[src/rtl/cpu_boot_loader_if.sv]
// Bus bundle between the program source, the boot loader and the CPU load port.
// The master side is the board/testbench; the slave side is the loader itself.
interface cpu_boot_loader_if;
   logic        start;
   logic [15:0] prog_len;
   logic [15:0] in_data;
   logic        in_valid;
   logic        in_ready;
   logic [15:0] instruction_in;
   logic [15:0] load_address;
   logic        load_instruction;
   logic        pc_reset;
   logic        busy;
   logic        done;
   logic        error;

   modport master (
      output start, prog_len, in_data, in_valid,
      input  in_ready, instruction_in, load_address, load_instruction,
      input  pc_reset, busy, done, error
   );

   modport slave (
      input  start, prog_len, in_data, in_valid,
      output in_ready, instruction_in, load_address, load_instruction,
      output pc_reset, busy, done, error
   );
endinterface

[src/rtl/cpu_boot_loader.sv]
// Boot and program-load controller: keeps the CPU in reset while a program is
// streamed into instruction memory, holds reset a few extra cycles after the
// last write commits, then releases the CPU.
module cpu_boot_loader #(
   parameter int          DEPTH       = 256,
   parameter logic [15:0] BASE_ADDR   = 16'h0000,
   parameter int          HOLD_CYCLES = 2
) (
   input logic             clk,
   input logic             reset_n,
   cpu_boot_loader_if.slave bus
);

   localparam logic [16:0] DEPTH_W   = 17'(DEPTH);
   localparam logic [3:0]  HOLD_LAST = 4'(HOLD_CYCLES - 1);

   typedef enum logic [2:0] {
      IDLE,
      LOAD,
      DRAIN,
      HOLD,
      RUN
   } state_t;

   state_t      state;
   state_t      next_state;
   logic [15:0] word_count;
   logic [15:0] prog_len_q;
   logic [3:0]  hold_count;
   logic [15:0] instruction_q;
   logic [15:0] address_q;
   logic        strobe_q;
   logic        done_q;
   logic        error_q;

   logic        start_seen;
   logic        start_illegal;
   logic        start_legal;
   logic        handshake;
   logic        last_word;

   // start only counts while the CPU is either parked or running
   assign start_seen    = bus.start && ((state == IDLE) || (state == RUN));
   assign start_illegal = start_seen && ({1'b0, bus.prog_len} > DEPTH_W);
   assign start_legal   = start_seen && !start_illegal;
   assign handshake     = bus.in_valid && (state == LOAD);
   assign last_word     = handshake && ((word_count + 16'd1) == prog_len_q);

   assign bus.in_ready         = (state == LOAD);
   assign bus.pc_reset         = (state != RUN);
   assign bus.busy             = (state == LOAD) || (state == DRAIN) || (state == HOLD);
   assign bus.done             = done_q;
   assign bus.error            = error_q;
   assign bus.instruction_in   = instruction_q;
   assign bus.load_address     = address_q;
   assign bus.load_instruction = strobe_q;

   // State register; reset parks the CPU in IDLE with pc_reset high
   always_ff @(posedge clk or negedge reset_n) begin
      if (!reset_n) begin
         state <= IDLE;
      end else begin
         state <= next_state;
      end
   end

   // Next-state selection; a zero-length program skips straight to the hold phase
   always_comb begin
      next_state = state;
      case (state)
         IDLE, RUN: begin
            if (start_legal) begin
               next_state = (bus.prog_len == 16'd0) ? HOLD : LOAD;
            end
         end
         LOAD: begin
            if (last_word) begin
               next_state = DRAIN;
            end
         end
         DRAIN: begin
            next_state = HOLD;
         end
         HOLD: begin
            if (hold_count == HOLD_LAST) begin
               next_state = RUN;
            end
         end
         default: begin
            next_state = IDLE;
         end
      endcase
   end

   // Write port, word/hold counters and status flags
   always_ff @(posedge clk or negedge reset_n) begin
      if (!reset_n) begin
         word_count    <= 16'd0;
         prog_len_q    <= 16'd0;
         hold_count    <= 4'd0;
         instruction_q <= 16'd0;
         address_q     <= 16'd0;
         strobe_q      <= 1'b0;
         done_q        <= 1'b0;
         error_q       <= 1'b0;
      end else begin
         strobe_q <= handshake;
         if (handshake) begin
            instruction_q <= bus.in_data;
            address_q     <= BASE_ADDR + word_count;
            word_count    <= word_count + 16'd1;
         end
         if (start_legal) begin
            prog_len_q <= bus.prog_len;
            word_count <= 16'd0;
         end
         hold_count <= (state == HOLD) ? (hold_count + 4'd1) : 4'd0;
         done_q     <= (state == HOLD) && (next_state == RUN);
         if (start_illegal) begin
            error_q <= 1'b1;
         end else if (start_legal) begin
            error_q <= 1'b0;
         end
      end
   end

endmodule

[src/flat_wrapper.sv]
// flat-port wrapper written by rule: the top's interface ports become plain ports
module cpu_boot_loader_flat 
#(
   parameter int          DEPTH       = 256,
   parameter logic [15:0] BASE_ADDR   = 16'h0000,
   parameter int          HOLD_CYCLES = 2
)
  (clk, reset_n, bus_start, bus_prog_len, bus_in_data, bus_in_valid, bus_in_ready, bus_instruction_in, bus_load_address, bus_load_instruction, bus_pc_reset, bus_busy, bus_done, bus_error);
  cpu_boot_loader_if bus_i ();
  input logic clk;
  input logic reset_n;
  input wire logic [$bits(bus_i.start)-1:0] bus_start;
  input wire logic [$bits(bus_i.prog_len)-1:0] bus_prog_len;
  input wire logic [$bits(bus_i.in_data)-1:0] bus_in_data;
  input wire logic [$bits(bus_i.in_valid)-1:0] bus_in_valid;
  output wire logic [$bits(bus_i.in_ready)-1:0] bus_in_ready;
  output wire logic [$bits(bus_i.instruction_in)-1:0] bus_instruction_in;
  output wire logic [$bits(bus_i.load_address)-1:0] bus_load_address;
  output wire logic [$bits(bus_i.load_instruction)-1:0] bus_load_instruction;
  output wire logic [$bits(bus_i.pc_reset)-1:0] bus_pc_reset;
  output wire logic [$bits(bus_i.busy)-1:0] bus_busy;
  output wire logic [$bits(bus_i.done)-1:0] bus_done;
  output wire logic [$bits(bus_i.error)-1:0] bus_error;
  assign bus_i.start = bus_start;
  assign bus_i.prog_len = bus_prog_len;
  assign bus_i.in_data = bus_in_data;
  assign bus_i.in_valid = bus_in_valid;
  assign bus_in_ready = bus_i.in_ready;
  assign bus_instruction_in = bus_i.instruction_in;
  assign bus_load_address = bus_i.load_address;
  assign bus_load_instruction = bus_i.load_instruction;
  assign bus_pc_reset = bus_i.pc_reset;
  assign bus_busy = bus_i.busy;
  assign bus_done = bus_i.done;
  assign bus_error = bus_i.error;
  cpu_boot_loader #(.DEPTH(DEPTH), .BASE_ADDR(BASE_ADDR), .HOLD_CYCLES(HOLD_CYCLES)) u_core (.clk(clk), .reset_n(reset_n), .bus(bus_i));
endmodule
[config.mk]
export PLATFORM = sky130hd
export DESIGN_NAME = cpu_boot_loader_flat
export DESIGN_NICKNAME = d
export VERILOG_FILES = /design/src/rtl/cpu_boot_loader_if.sv /design/src/rtl/cpu_boot_loader.sv /design/src/flat_wrapper.sv
export SDC_FILE = /design/constraint.sdc
export NUM_CORES = 1
export LEC_CHECK = 0
export ABC_AREA = 1
export CAP_MARGIN = 20
export CORE_MARGIN = 2
export CORE_UTILIZATION = 51
export DETAILED_ROUTE_END_ITERATION = 6
export PLACE_DENSITY_LB_ADDON = 0.15
export SYNTH_ARGS = -nofsm -noshare
export SYNTH_HDL_FRONTEND = slang
export SYNTH_SLANG_ARGS = --single-unit
[constraint.sdc]
create_clock -name clk -period 2.4 [get_ports clk]
set_input_delay 0.48 -clock clk [delete_from_list [all_inputs] [get_ports clk]]
set_output_delay 0.48 -clock clk [all_outputs]
set_load 0.01 [all_outputs]
==> impl_metrics.toml <==
[synthesis]
avgSynthCellArea_um2 = 7.800
synthMuxAreaShare_pct = 0
synth_area_leaders = "dfrtp_1 (52%), nand2_1 (19%), nor2_1 (4.4%), inv_1 (4.1%), o21ai_0 (4.1%)"
synthXorXnorAreaFrac_pct = 1.615
synthAdderAreaFrac_pct = 1.053
synth-simple-area-share_pct = 32.61
synth_area_um2 = 3565
post-synth-top-area-fraction_pct = 51.95
synthDistinctLibCells = 27
synth_fp_nets = 496
yosysTopAreaCell = "dfrtp_1"
ys_ff_latch = 74
netlist_instances = 457
seq_area_frac_synth_pct = 51.95
synth_compound_area_share_pct = 7.125
synth_warnings = 0
synth_top_family_by_area = "simple AND/OR/NAND/NOR gates"

[worst_setup_path]
cpPeakStageDelay_ns = 0.54
crit_path_start_kind = "flop"
worst_path_max_delay_cell = "clkdlybuf4s50_1"
cp-end-kind = "output pin"
critical_path_required_ns = 1.92
cp_cell_sequence = "nor2_1, nand2_1, inv_1, clkdlybuf4s50_1"
worstSetupPathType = "flop to output pin"
cp_max_fo = 7
crit_arrival_ns = 1.74

[layout]
areaGrowthSynthToFinish_pct = 29.55
register_area_um2 = 1852
multi_input_area_um2 = 1511
fin_nets = 572
n_antenna_cell = 0
drive_above_1_share_pct = 6.691
fillCellCount = 573

[timing]
fin_setup_tns_ns = 0
drv_slew = 0
finClkSkew_ns = 0.007465
period_share_pct = 92.62
fin_crit_ns = 2.223
worstMarginPinSlew_ns = 0.9145
slew_headroom_pct = 39.03
hold_viol = 0
setup_viol = 0
max_freq_mhz = 449.9
rsz0062_at_grt = "no"

[clock_tree]
cts_setup_buffers = 0
cts_buffers = 9
clk-insertion-delay-late_ns = 0.35
cts_resized = 0
root_buffer = "clkbuf_8"
cts.sinks = 74
htree_levels = 3
cts_hold_buf = 0
clockBufferDepth = 2
clk_pin_slew_ns = 0.08
cts_tree = "yes"

[global_routing]
grt_overflow = 0
grt_use_total_pct = 22.66
grt_max_degree = 75
antenna_found_initial = 0
grt_pass1_vias = 3003
grt_first_pass_wirelength_um = 13530

[drt]
ant_nets = 0
wl_per_cell_um = 12.79
firstDrtPassIters = 4
vias = 3194
initialDrtViolationCount = 217
routed_wl_um = 8110
route.detailed.drc = 0
vias_per_cell = 5.038

[placement]
port_buffers = 73
gp_congestion = 0.8393
dp_hpwl_um = 5706

[die]
design.core.area_um2 = 6794
row_count = 30
die_area_um2 = 7675
ioPinCount = 74
die_w_um = 87.61
die_h_um = 87.61
start_util_pct = 52.47

[pwr]
leakagePower_nw = 2.322
finalPower_mw = 4.295
power.density_nw_per_um2 = 930.0
max-vdd-ir-drop_uv = 453.0

[job]
drv_cap = 0

[worst_hold_path]
hp-class = "input port to asynchronous set/reset pin"

[run_status]
outcome = "finished, final reports clean"
==> worst max-delay path, delay by kind of cell (launching register included) <==
kind	cells	cell delay (ns)
and+or+nand+nor	2	0.30
buffers and inverters	2	0.64
DFF	1	0.45
==> cells in the mapped netlist, drive strengths merged <==
library cell  count
nor3              2
nand2           180
buf               2
xnor3             1
o211ai            1
nor2             50
a31oi             3
o21ai            30
nand3b            2
dfrtp            74
inv              40
a21oi            14
or2               2
nor4              5
clkbuf           11
nand3            24
ha                3
a211oi            1
xnor2             1
xor2              3
nand4             8
==> where the power goes <==
| part | leakage [nW] | internal, mW | switching (mW) | total (mW) |
|---|---|---|---|---|
| Sequential | 0.887 | 1.52 | 0.260 | 1.78 |
| Clock | 0.109 | 0.611 | 0.460 | 1.07 |
| Combinational | 1.33 | 0.629 | 0.819 | 1.45 |
| Total | 2.32 | 2.76 | 1.54 | 4.30 |
==> metal layers <==
layer / share of wire, % / wire length [µm] / track usage (%)
met1: 44 / 3581 / 29.16
met2: 50 / 4019 / 37.40
met3: 4.8 / 393 / 4.995
met4: 1.4 / 116 / 8.951
met5: 0 / 0 / 0
==> worst paths after layout <==
check	endpoint	slack (ns)	startpoint	cells after the start
min in group clk	u_core.bus.instruction_in[0]$_DFFE_PN0P_	0.47	u_core.bus.instruction_in[0]$_DFFE_PN0P_	2
hold / removal	u_core.bus.load_address[14]$_DFFE_PN0P_	0.24	reset_n	1
hold reg to reg	u_core.bus.instruction_in[0]$_DFFE_PN0P_	0.47	u_core.bus.instruction_in[0]$_DFFE_PN0P_	2
setup / recovery	bus_in_ready	0.18	u_core.state[2]$_DFF_PN0_	4
setup reg to reg	u_core.state[0]$_DFF_PN0_	0.37	u_core.word_count[1]$_DFFE_PN0P_	14
max in group asynchronous	u_core.bus.load_address[5]$_DFFE_PN0P_	1.55	reset_n	1
==> registers in the layout (all words and copies together), names as in the netlist <==
signal,cells
u_core.word_count,16
u_core.bus.load_instruction,1
u_core.bus.done,1
u_core.state,3
u_core.hold_count,4
u_core.bus.instruction_in,16
u_core.bus.load_address,16
u_core.bus.error,1
u_core.prog_len_q,16
==> through the flow <==
step	util [%]	area, µm²	instances	hold slack (ns)	worst slack, ns
2_1_floorplan	-	3565	457	0.1844	0.7133
3_3_place_gp	64.75	4399	618	0.4553	0.3386
3_5_place_dp	64.75	4399	618	0.4581	0.2888
4_1_cts	67.97	4618	634	0.3028	0.1639
5_1_grt	67.97	4618	634	0.3472	0.09413
6_report	67.97	4618	634	0.2446	0.1772
==> cell families after synthesis <==
| kind of cell | count (synthesis) |
|---|---|
| simple gates | 273 |
| flops | 74 |
| buf+inv | 53 |
| compound gates | 49 |
| xor+xnor | 5 |
| fa+ha+maj | 3 |
==> layout make-up <==
class	count	area share, %
sequential	74	40.10
multi-input combinational	330	32.73
timing repair buffer	78	16.58
inverter	40	3.251
clock buffer	11	3.062
tap	96	2.601
clock inverter	5	1.680
==> cells in the final DEF, fill, tap and decap left out, drive strengths merged <==
cell type,instances
nand2,180
dfrtp,74
clkdlybuf4s50,72
nor2,50
inv,40
o21ai,30
nand3,24
a21oi,14
clkbuf,11
nand4,8
buf,6
nor4,5
xor2,3
a31oi,3
ha,3
or2,2
nand3b,2
nor3,2
bufinv,2
clkinv,2
xnor3,1
xnor2,1
a211oi,1
o211ai,1
clkinvlp,1
(Power assumes the default switching activity.)
